--- src/rtl/if_id_stage.sv ---
// IF/ID pipeline register for the RV32I core: holds one fetched instruction in the decode slot,
// feeds the control unit, detects load-use hazards and absorbs one fetch in a skid buffer.
module if_id_stage #(
    parameter int XLEN          = 32,
    parameter bit CHECK_ILLEGAL = 1'b1
) (
    input  logic            clk,
    input  logic            rst,
    input  logic            imem_valid,
    input  logic [31:0]     imem_instr,
    input  logic [XLEN-1:0] imem_pc,
    output logic            imem_ready,
    input  logic            ex_is_load,
    input  logic            ex_we_reg,
    input  logic [4:0]      ex_rd,
    input  logic            flush,
    output logic [16:0]     operation,
    output logic [31:0]     instr_out,
    output logic [XLEN-1:0] pc_out,
    output logic [4:0]      rs1,
    output logic [4:0]      rs2,
    output logic [4:0]      rd,
    output logic            nop,
    output logic            stall,
    output logic            illegal
);

    localparam logic [6:0] OP_R     = 7'b0110011;
    localparam logic [6:0] OP_I     = 7'b0010011;
    localparam logic [6:0] OP_LOAD  = 7'b0000011;
    localparam logic [6:0] OP_JALR  = 7'b1100111;
    localparam logic [6:0] OP_S     = 7'b0100011;
    localparam logic [6:0] OP_B     = 7'b1100011;
    localparam logic [6:0] OP_LUI   = 7'b0110111;
    localparam logic [6:0] OP_AUIPC = 7'b0010111;
    localparam logic [6:0] OP_JAL   = 7'b1101111;

    function automatic logic f_is_legal(input logic [6:0] op);
        case (op)
            OP_R, OP_I, OP_LOAD, OP_JALR, OP_S, OP_B, OP_LUI, OP_AUIPC, OP_JAL: return 1'b1;
            default: return 1'b0;
        endcase
    endfunction

    function automatic logic f_uses_rs1(input logic [6:0] op);
        return !((op == OP_LUI) || (op == OP_AUIPC) || (op == OP_JAL));
    endfunction

    function automatic logic f_uses_rs2(input logic [6:0] op);
        return (op == OP_R) || (op == OP_S) || (op == OP_B);
    endfunction

    logic            r_id_valid;
    logic [31:0]     r_id_instr;
    logic [XLEN-1:0] r_id_pc;
    logic            r_skid_full;
    logic [31:0]     r_skid_instr;
    logic [XLEN-1:0] r_skid_pc;

    logic            w_accept;
    logic [6:0]      w_opcode;
    logic [4:0]      w_rs1;
    logic [4:0]      w_rs2;
    logic            w_stall;
    logic            w_illegal;

    assign w_accept = imem_valid && !r_skid_full;
    assign w_opcode = r_id_instr[6:0];
    assign w_rs1    = r_id_instr[19:15];
    assign w_rs2    = r_id_instr[24:20];

    // Hazard only against a real load that writes a non-zero register this slot actually reads.
    assign w_stall = r_id_valid && ex_is_load && ex_we_reg && (ex_rd != 5'd0) &&
                     ((f_uses_rs1(w_opcode) && (ex_rd == w_rs1)) ||
                      (f_uses_rs2(w_opcode) && (ex_rd == w_rs2)));

    assign w_illegal = CHECK_ILLEGAL && r_id_valid && !f_is_legal(w_opcode);

    // Decode slot / skid buffer, priority flush > stall > advance
    always_ff @(posedge clk or posedge rst) begin
        if (rst) begin
            r_id_valid   <= 1'b0;
            r_id_instr   <= '0;
            r_id_pc      <= '0;
            r_skid_full  <= 1'b0;
            r_skid_instr <= '0;
            r_skid_pc    <= '0;
        end else if (flush) begin
            r_id_valid  <= 1'b0;
            r_skid_full <= 1'b0;
        end else if (w_stall) begin
            if (w_accept) begin
                r_skid_full  <= 1'b1;
                r_skid_instr <= imem_instr;
                r_skid_pc    <= imem_pc;
            end
        end else if (r_skid_full) begin
            r_id_valid  <= 1'b1;
            r_id_instr  <= r_skid_instr;
            r_id_pc     <= r_skid_pc;
            r_skid_full <= 1'b0;
        end else if (w_accept) begin
            r_id_valid <= 1'b1;
            r_id_instr <= imem_instr;
            r_id_pc    <= imem_pc;
        end else begin
            r_id_valid <= 1'b0;
        end
    end

    // Ready comes from registered state only, so stall never reaches imem combinationally.
    assign imem_ready = !r_skid_full;
    assign operation  = {r_id_instr[31:25], r_id_instr[14:12], r_id_instr[6:0]};
    assign instr_out  = r_id_instr;
    assign pc_out     = r_id_pc;
    assign rs1        = w_rs1;
    assign rs2        = w_rs2;
    assign rd         = r_id_instr[11:7];
    assign stall      = w_stall;
    assign illegal    = w_illegal;
    assign nop        = !r_id_valid || w_stall || w_illegal;

endmodule

--- config.mk ---
export PLATFORM = sky130hd
export DESIGN_NAME = if_id_stage
export DESIGN_NICKNAME = d
export VERILOG_FILES = /design/src/rtl/if_id_stage.sv
export SDC_FILE = /design/constraint.sdc
export NUM_CORES = 1
export LEC_CHECK = 0
export CAP_MARGIN = 20
export CELL_PAD_IN_SITES_DETAIL_PLACEMENT = 0
export CELL_PAD_IN_SITES_GLOBAL_PLACEMENT = 1
export CORE_UTILIZATION = 39
export DETAILED_ROUTE_END_ITERATION = 6
export MAX_ROUTING_LAYER = met4
export PLACE_DENSITY = 0.78
export SETUP_SLACK_MARGIN = 0.05
export SLEW_MARGIN = 10
export SYNTH_ARGS = -nofsm -noshare
export SYNTH_HDL_FRONTEND = slang
export SYNTH_SLANG_ARGS = --single-unit
--- constraint.sdc ---
create_clock -name clk -period 6.4 [get_ports clk]
set_input_delay 1.6 -clock clk [delete_from_list [all_inputs] [get_ports clk]]
set_output_delay 1.6 -clock clk [all_outputs]
set_load 0.005 [all_outputs]
# --- Word level (Yosys, flattened, before mapping) ---
# Index checks and enable logic that the tools add are counted.
classes:
  eq_ne: 13
  n_mux: 12
  n_bitwise: 2
  n_reduce_logical: 24
ops:
  columns: ["op", "n"]
  rows:
  - ["32-bit 2-to-1 mux", 4]
  - ["7-bit by 6-bit equality test with 1-bit output, second input constant", 3]
  - ["7-bit equality test, second input constant", 3]
  - ["7-bit by 5-bit equality test with 1-bit output, second input constant", 2]
  - ["5-bit equality test", 2]
  - ["9-bit OR reduction", 1]
  - ["1-bit logical AND", 8]
  - ["1-bit 2-to-1 mux", 8]
  - ["7-bit by 2-bit equality test with 1-bit output, second input constant", 1]
  - ["1-bit logical OR", 7]
  - ["3-bit AND reduction", 2]
  - ["5-bit nonzero test", 1]
  - ["1-bit zero test", 4]
  - ["3-bit != test, second input constant", 1]
  - ["2-bit != test, second input constant", 1]
  - ["1-bit inverter", 2]
  - ["2-bit nonzero test", 1]
word_totals:
  regBits: 130
  inputBits: 75
  out_inout_bits: 100
  elab_cells: 57

# --- Depth between registers and ports, before layout ---
# Gate-level depths: netlist of run 1.
depth:
  word_depth: 9
  ltp_mapped: 8
  depth_no_buf: 5

# --- Least setup slack after synthesis of run 1 ---
# OpenSTA, ideal clock, no wires.
synth_path:
  path_type: "in2out"
  startpoint: "input port ex_rd[0]"
  endpoint: "output port nop"
  arrival_time_ps: 2713
  required_time_ps: 4800
  slack_ps: 2087
  cell_stages: 6
  path_buffers: 1
  cell_sequence: "clkbuf_1 -> xnor2_1 -> nand3_1 -> nor3_1 -> o21ai_0 -> nand4_1"
synth_between:
  elab_chain_cells: 6
  elab_cells_between_ends: 10
  classes_between: "eq/ne (2); reduce/logical (8)"
synth_rtl:
  columns: ["element", "line_no", "text"]
  rows:
  - ["from (decl)", "15", "input logic [4:0] ex_rd,"]
  - ["5-bit equality test, on equally long branches", "74, 75", null]
  - ["1-bit logical AND, on equally long branches", "74, 75", null]
  - ["1-bit logical OR", "74", "((f_uses_rs1(w_opcode) && (ex_rd == w_rs1)) ||"]
  - ["1-bit logical AND (*)", "73", "assign w_stall = r_id_valid && ex_is_load && ex_we_reg && (ex_rd != 5'd0) &&"]
  - ["1-bit logical OR (*) (2 in series)", "121", "assign nop = !r_id_valid || w_stall || w_illegal;"]
  - ["to (decl)", "23", "output logic nop,"]
# Mark *: on every way between the ends. The rest lies on a longest branch, timed or not.

# --- Worst setup path in the final report of run 1 ---
layout_path:
  startpoint: "input port ex_rd[1]"
  endpoint: "output port nop"
# The elaborated chain is that of the path after synthesis.

==> summary.txt, run 1 <==
Yosys top cell by area = dfrtp_1
RePlAce Congestion = 0.808
Arr. time, crit path = 3790 ps
Fmax = 186 MHz
Period utilisation layout = 84.2%
GRT overflow = 0
Hold Crit Depth = 1
Vias/cell = 6.02
Worst Setup SP = ex_rd[1]
Sw frac = 28.6%
Critical Path Sink Type = output port
Die extent in y = 148 µm
CTS tree = done
Layout Cells excl Fill = 1240
CP dominant cell by count = clkdlybuf4s50_1
Most frequent cells in the layout = clkdlybuf4s50_1, dfrtp_1, nor2_1, nand2_1
Iter 0 DRT Violations = 476
Reg2Reg Depth = 7
Worst-path cell chain = clkdlybuf4s50_1, or4_2, o21a_1, o21ai_0, nand4_1, clkdlybuf4s50_1
Post-Syn Instances = 880
Largest stage delay, worst path = 700 ps
Worst-path fanout max = 4
Final ANT Viol Nets = 0
Final Max Slew Viols = 0
Flop-to-flop setup slack = 2950 ps
Synth Area in Compound Gates = 23.1%
HP Start = r_skid_pc[0]
Die ar. = 21900 µm²
Global-route wire length before repair = 39.6 mm
Iteration count of the initial detailed-routing pass = 5
Final hold vios = 0
RSZ-0062 raised after global routing = no
Sequential element share of the synthesized area = 39.2%
Number of cells after detailed placement = 1208
Total core area = 20600 µm²
CTS max path bufs = 2
Top FF cell, synth = dfrtp_1
Commonest non-fill, non-tap cell in the layout = clkdlybuf4s50_1
Post-synthesis mux area share = 16.4%
Reg2reg end = instr_out[12]
HP Class = reg -> reg
Critical path buffers and inverters = 2
H-tree Lvls = 4
R2r startpoint = instr_out[3]
Avg WL per Cell = 19.9 µm
Initial Utilization = 40.4%
Clock Power Share = 38.2%
IO Pins = 175
Crit path kind = in -> out
Critical Path Start Type = input port
Initial antenna violation count = 0
Slowest cell on the critical path = or4_2
Setup TNS = 0 ps
Layout cell share with drive strength beyond 1 = 11.9%
Hold_ws = 487 ps
Max-cap viol count = 0
Post-synth EDFFs = 0
Yosys top cell area share = 39.2%
Total GRT Usage = 23.5%
Post-CTS resize count = 0
Final nets = 1032
Area grow syn2layout = 26.6%
Synth Area in Simple Gates = 12.1%
Hpwl dp = 14.0 mm
Synth Area in XOR/XNOR = 1.06%
Row Count = 52
Yosys reg bits = 130
Post-Syn Area = 8300 µm²
Ant. Diodes = 0
Yosys warnings = 0
Synth Area in Adders = 0%
Internal = 1850 µW
Tightest Pin Transition = 1050 ps
Number of CTS-inserted buffers = 17
P_leak = 0.00402 µW
P per Cell Area = 247 nW/µm²
Skew final = 8.62 ps
Postcts setup bufs = 0
Synth top area cells = dfrtp_1, mux2_2, mux2i_1, a22oi_1, o211ai_1
Dpl ws = 1020 ps
Largest delay share family, worst path = buffers and inverters
Worst vdd ir = 0.000181 V
Largest net degree at the start of global routing = 91
Setup Viol. Count Final = 0
CTS root buf = clkbuf_16
Rel. slew slack = 30.0%
Hold EP = r_skid_pc[0]
DRC violations left = 0
CTS Sinks = 130
Die width = 148 µm
Final WL = 24.6 mm
Syn nets = 955
CP required = 4800 ps
Tmin final = 5390 ps
Asr flop ratio synth = 100%
Combinational group share of total power = 23.3%
Clk_lat worst skew = 420 ps
PortBufs = 174
Largest family of logic cells by synthesized area = compound AO/OA/AOI/OAI gates
Vias in the first global route = 7252
Hold_buf cts = 0
Sequential share of power = 38.5%
Via Count = 7465
Psw = 743 µW
Final setup margin = 1010 ps
Mapped Avg Cell Area = 9.43 µm²
Status = complete, no violations
Distinct cells, synth = 38
Clock-pin transition on the worst setup and hold timing paths = 60 ps
[cell type report]
cell class | instances | area (µm²)
fillers | 1926 | 10100
clock inverters | 10 | 134
multi-input cells | 617 | 4430
flip-flops and latches | 130 | 3260
repair buffers | 188 | 1880
inverters | 3 | 16.3
clock buffers | 22 | 454
well taps | 270 | 338
[kinds of logic after synthesis]
kind of cell,Yosys count
buffers and inverters,133
DFF,130
and+or+nand+nor,214
AOI/OAI and AO/OA,265
muxes,128
xor gates and xnor gates,10
[state kept, by name, indices dropped and copies added (netlist names)]
signal and count:
pc_out 32, r_skid_instr 32, instr_out 32, r_id_valid 1, r_skid_pc 32, r_skid_full 1
[routing by layer]
layer / track usage (%) / wire length, µm
met2: 36.5 / 11400
met5: - / 0
met1: 31.6 / 11500
met4: 7.11 / 287
met3: 3.64 / 1460
[metrics by stage]
step                area, µm²  utilization [%]  power, µW
finish                  10500             51.1       2590
global route            10500             51.1       2710
CTS                     10500             51.1       2620
detailed placement       9920             48.2       1620
global placement         9920             48.2       1610
floorplan                8300                -       1310
[worst max-delay path by stage]
stage,end,cells past startpoint,slack [ps]
after CTS,nop,6,1020
after global routing,nop,7,850
after detailed placement,nop,6,1020
final,nop,6,1010
after floorplan,instr_out[0],1,1330
after global placement,nop,6,1020
[synthesized netlist by cell type (2+ instances only)]
cell,number
dfrtp_1,130
clkbuf_1,77
nand2_1,68
nor2_1,68
a22oi_1,64
a31oi_1,64
mux2i_1,64
nor4_1,64
o211ai_1,64
o21a_1,63
mux2_2,60
buf_4,32
buf_1,7
buf_2,7
buf_6,6
xnor2_1,5
xor2_1,5
mux2_1,4
a21oi_1,3
inv_1,3
nand3_1,3
and3_1,2
nor3_1,2
[power by group through the flow]
stage                     Combinational (µW)  Clock [µW]  Sequential [µW]
after floorplan                          326           0              982
after global placement                   600           0             1010
after detailed placement                 605           0             1010
after CTS                                607        1010              999
after global routing                     656        1040             1010
final                                    604         991              998
No activity file was read; power rests on OpenSTA's default activity.
==> run 2, diff against run 1 <==
--- a/config.mk
+++ b/config.mk
@@ -8,10 +8,10 @@
 export CAP_MARGIN = 20
 export CELL_PAD_IN_SITES_DETAIL_PLACEMENT = 0
 export CELL_PAD_IN_SITES_GLOBAL_PLACEMENT = 1
-export CORE_UTILIZATION = 39
+export CORE_UTILIZATION = 36
 export DETAILED_ROUTE_END_ITERATION = 6
 export MAX_ROUTING_LAYER = met4
-export PLACE_DENSITY = 0.78
+export PLACE_DENSITY = 0.76
 export SETUP_SLACK_MARGIN = 0.05
 export SLEW_MARGIN = 10
 export SYNTH_ARGS = -nofsm -noshare
==> constraint.sdc (replaced) <==
create_clock -name clk -period 4.9 [get_ports clk]
set_input_delay 1.225 -clock clk [delete_from_list [all_inputs] [get_ports clk]]
set_output_delay 1.225 -clock clk [all_outputs]
set_load 0.005 [all_outputs]
==> summary.txt, run 2 (synthesis results as in run 1) <==
Hold_buf cts = 0
Status = complete, no violations
R2r startpoint = instr_out[3]
Iter 0 DRT Violations = 476
Via Count = 7536
Global-route wire length before repair = 40.6 mm
Psw = 969 µW
Hold Crit Depth = 1
Die ar. = 23700 µm²
Final nets = 1042
Vias in the first global route = 7492
Internal = 2360 µW
Sw frac = 29.1%
Critical Path Sink Type = output port
Avg WL per Cell = 19.7 µm
HP Class = reg -> reg
Crit path kind = in -> out
RSZ-0062 raised after global routing = no
Combinational group share of total power = 23.9%
Hold EP = r_skid_pc[0]
Slowest cell on the critical path = or4_2
Largest delay share family, worst path = buffers and inverters
Tightest Pin Transition = 1010 ps
Vias/cell = 5.96
Critical path buffers and inverters = 2
Worst-path fanout max = 3
Clk_lat worst skew = 420 ps
Initial Utilization = 36.7%
HP Start = r_skid_pc[0]
Iteration count of the initial detailed-routing pass = 5
Area grow syn2layout = 27.4%
Final ANT Viol Nets = 0
Clock Power Share = 37.1%
Clock-pin transition on the worst setup and hold timing paths = 60 ps
Final hold vios = 0
Skew final = 7.72 ps
PortBufs = 174
Hpwl dp = 14.2 mm
Row Count = 55
Worst-path cell chain = clkdlybuf4s50_1, or4_2, o21a_1, o21ai_1, nand4_1, clkdlybuf4s50_1
CTS max path bufs = 2
Largest net degree at the start of global routing = 105
Die width = 154 µm
GRT overflow = 0
Layout cell share with drive strength beyond 1 = 12.9%
Most frequent cells in the layout = clkdlybuf4s50_1, dfrtp_1, nor2_1, nand2_1
Worst vdd ir = 0.000231 V
Rel. slew slack = 33.0%
IO Pins = 175
CTS root buf = clkbuf_16
CTS tree = done
Number of CTS-inserted buffers = 17
Tmin final = 4710 ps
Total GRT Usage = 22.3%
CTS Sinks = 130
Total core area = 22600 µm²
Largest stage delay, worst path = 690 ps
CP dominant cell by count = clkdlybuf4s50_1
RePlAce Congestion = 0.763
Die extent in y = 154 µm
Arr. time, crit path = 3490 ps
Layout Cells excl Fill = 1264
P per Cell Area = 315 nW/µm²
Sequential share of power = 39.0%
Flop-to-flop setup slack = 1790 ps
Reg2reg end = instr_out[11]
Hold_ws = 492 ps
Commonest non-fill, non-tap cell in the layout = clkdlybuf4s50_1
Number of cells after detailed placement = 1232
CP required = 3670 ps
Finished Core Util = 46.7%
Setup Viol. Count Final = 0
Fmax = 212 MHz
Final Max Slew Viols = 0
Setup TNS = 0 ps
Initial antenna violation count = 1
Reg2Reg Depth = 7
Final WL = 24.9 mm
Critical Path Start Type = input port
DRC violations left = 0
P_leak = 0.00405 µW
H-tree Lvls = 4
Period utilisation layout = 96.2%
Max-cap viol count = 0
-- run 2: cell types whose count changed in the layout (fill, tap and decap cells not counted), sizes merged --
cell / previous run / this run
clkbuf: 22 / 19
diode: 0 / 1
buf: 15 / 25
bufinv: 3 / 2
clkinvlp: 2 / 4
-- run 2: repair_timing --
| item | 4_1_cts | 5_1_grt |
|---|---|---|
| setup buffers | 0 | 0 |
| setup endpoints to repair | 0 | 1 |
| resized for setup | 0 | 1 |
-- run 2: through the flow --
stage | power [µW] | cell area [µm²] | setup slack [ps]
2_1_floorplan | 1710 | 8300 | 206
3_3_place_gp | 2110 | 9980 | 147
3_5_place_dp | 2110 | 9980 | 147
4_1_cts | 3360 | 10500 | 135
5_1_grt | 3490 | 10600 | 98.4
6_report | 3330 | 10600 | 188
-- run 2: worst max path at each step --
stage                   from            to  cells after the start
floorplan                rst  instr_out[0]                      1
global placement    ex_rd[2]         stall                      6
detailed placement  ex_rd[2]         stall                      6
CTS                 ex_rd[2]         stall                      6
global route        ex_rd[2]           nop                      6
finish              ex_rd[2]           nop                      6
-- run 2: worst reg2reg max path, stage by stage (launching register included) --
cell and delay, ps:
dfrtp_1 480, or3b_1 460, a21oi_4 200, buf_4 650
or3_2 610, buf_4 400, a31oi_1 160, nand2_1 80
-- run 2: final cells by class --
type	count	area (µm²)
flip-flops and latches	130	3260
clock inverters	11	115
clock buffers	19	443
fillers	2163	12100
multi-input cells	617	4430
inverters	3	16.3
well taps	285	357
repair buffers	198	1950
diodes	1	2.50
-- run 2: layer usage --
layer	wire length (µm)	global-route usage (%)	up-vias	part of all wire, %
met4	373	7.29	0	1.5
li1	-	-	3473	-
met2	11400	34.4	265	46
met3	1600	4.99	23	6.4
met5	0	-	-	0
met1	11500	29.0	3775	46
-- run 2: power groups by stage --
| stage | sequential, µW | clock, µW | combinational (µW) |
|---|---|---|---|
| 3_3_place_gp | 1320 | 0 | 789 |
| 4_1_cts | 1300 | 1260 | 797 |
| 2_1_floorplan | 1280 | 0 | 426 |
| 6_report | 1300 | 1230 | 796 |
| 3_5_place_dp | 1320 | 0 | 793 |
| 5_1_grt | 1320 | 1310 | 865 |
==> run 3, diff against run 2 <==
--- a/config.mk
+++ b/config.mk
@@ -8,6 +8,8 @@
 export CAP_MARGIN = 20
 export CELL_PAD_IN_SITES_DETAIL_PLACEMENT = 0
 export CELL_PAD_IN_SITES_GLOBAL_PLACEMENT = 1
+export CORE_ASPECT_RATIO = 1.2
+export CORE_MARGIN = 5
 export CORE_UTILIZATION = 36
 export DETAILED_ROUTE_END_ITERATION = 6
 export MAX_ROUTING_LAYER = met4
==> summary.txt, run 3 (synthesis results as in run 1) <==
Largest stage delay, worst path = 700 ps
Slowest cell on the critical path = or4_2
Skew final = 8.12 ps
Final hold vios = 0
Die width = 149 µm
Clk_lat worst skew = 420 ps
Worst-path fanout max = 4
CTS max path bufs = 2
Layout cell share with drive strength beyond 1 = 12.7%
Total core area = 22600 µm²
IO Pins = 175
Crit path kind = in -> out
Period utilisation layout = 94.8%
P per Cell Area = 313 nW/µm²
Initial antenna violation count = 0
Avg WL per Cell = 19.5 µm
Global-route wire length before repair = 40.3 mm
Final nets = 1039
Layout Cells excl Fill = 1286
Setup Viol. Count Final = 0
Via Count = 7492
Clock-pin transition on the worst setup and hold timing paths = 60 ps
CTS Sinks = 130
Number of CTS-inserted buffers = 17
Tmin final = 4650 ps
Total GRT Usage = 19.5%
Iteration count of the initial detailed-routing pass = 5
Largest net degree at the start of global routing = 79
GRT overflow = 0
Iter 0 DRT Violations = 575
Vias in the first global route = 7394
Post-CTS resize count = 0
DRC violations left = 0
Commonest non-fill, non-tap cell in the layout = clkdlybuf4s50_1
Critical Path Start Type = input port
Most frequent cells in the layout = clkdlybuf4s50_1, dfrtp_1, nor2_1, nand2_1
HP Class = reg -> reg
Row Count = 60
H-tree Lvls = 4
Setup TNS = 0 ps
Final WL = 25.0 mm
CTS tree = done
Area grow syn2layout = 27.5%
Postcts setup bufs = 0
Fmax = 215 MHz
RePlAce Congestion = 0.757
RSZ-0062 raised after global routing = no
CP dominant cell by count = clkdlybuf4s50_1
PortBufs = 174
Tightest Pin Transition = 990 ps
Ant. Diodes = 0
Number of cells after detailed placement = 1255
Rel. slew slack = 34.0%
Initial Utilization = 36.7%
Vias/cell = 5.83
Final ANT Viol Nets = 0
Arr. time, crit path = 3420 ps
Critical Path Sink Type = output port
CP required = 3670 ps
Max-cap viol count = 0
Worst vdd ir = 0.000228 V
Final Max Slew Viols = 0
Die extent in y = 176 µm
Hold_buf cts = 0
CTS root buf = clkbuf_16
Worst-path cell chain = clkdlybuf4s50_1, or4_2, o21a_1, o21ai_0, nand4_1, clkdlybuf4s50_1
Status = complete, no violations
Die ar. = 26200 µm²
P_leak = 0.00404 µW
Hpwl dp = 14.8 mm
run 3: final cells by class:
type	instances	area [µm²]
Fill cell	2177	12000
Multi-Input combinational cell	617	4430
Sequential cell	130	3260
Timing Repair Buffer	195	1930
Clock buffer	21	470
Tap cell	310	388
Clock inverter	10	85.1
Inverter	3	16.3
run 3: report_power, final:
group          switching, µW  internal (µW)
clock                    490            730
combinational            360            437
sequential               120           1180
total                    970           2340
run 3: through the flow:
step / hold slack, ps / util [%] / cell area, µm² / worst slack, ps / power [µW]
global route: 510 / 46.8 / 10600 / 94.9 / 3480
finish: 493 / 46.8 / 10600 / 254 / 3310
CTS: 497 / 46.8 / 10600 / 239 / 3350
detailed placement: 483 / 44.4 / 10000 / 246 / 2110
floorplan: 464 / - / 8300 / 206 / 1710
global placement: 473 / 44.4 / 10000 / 245 / 2110
run 3: path summary, 6_finish.rpt:
kind                                    start       endpoint  slack (ps)  cells after the start
worst min-delay path            r_skid_pc[31]  r_skid_pc[31]         490                      1
min in group asynchronous                 rst   r_skid_pc[6]        1300                      2
max in group asynchronous                 rst  instr_out[17]        2860                      3
worst max-delay path                 ex_rd[1]            nop         250                      6
worst min register to register  r_skid_pc[31]  r_skid_pc[31]         490                      1
worst max register to register   instr_out[4]   instr_out[1]        1790                      7
run 3: worst max-delay path, delay by kind of cell:
family | cells | cell delay (ps)
AND/OR/NAND/NOR | 2 | 840
AO/OA/AOI/OAI | 2 | 420
buffers and inverters | 2 | 930
run 3: routing by layer:
layer	GRT usage (%)	part of all wire (%)
met1	25.5	45
met2	31.9	49
met3	3.93	6.0
met4	3.43	0.73
met5	-	0
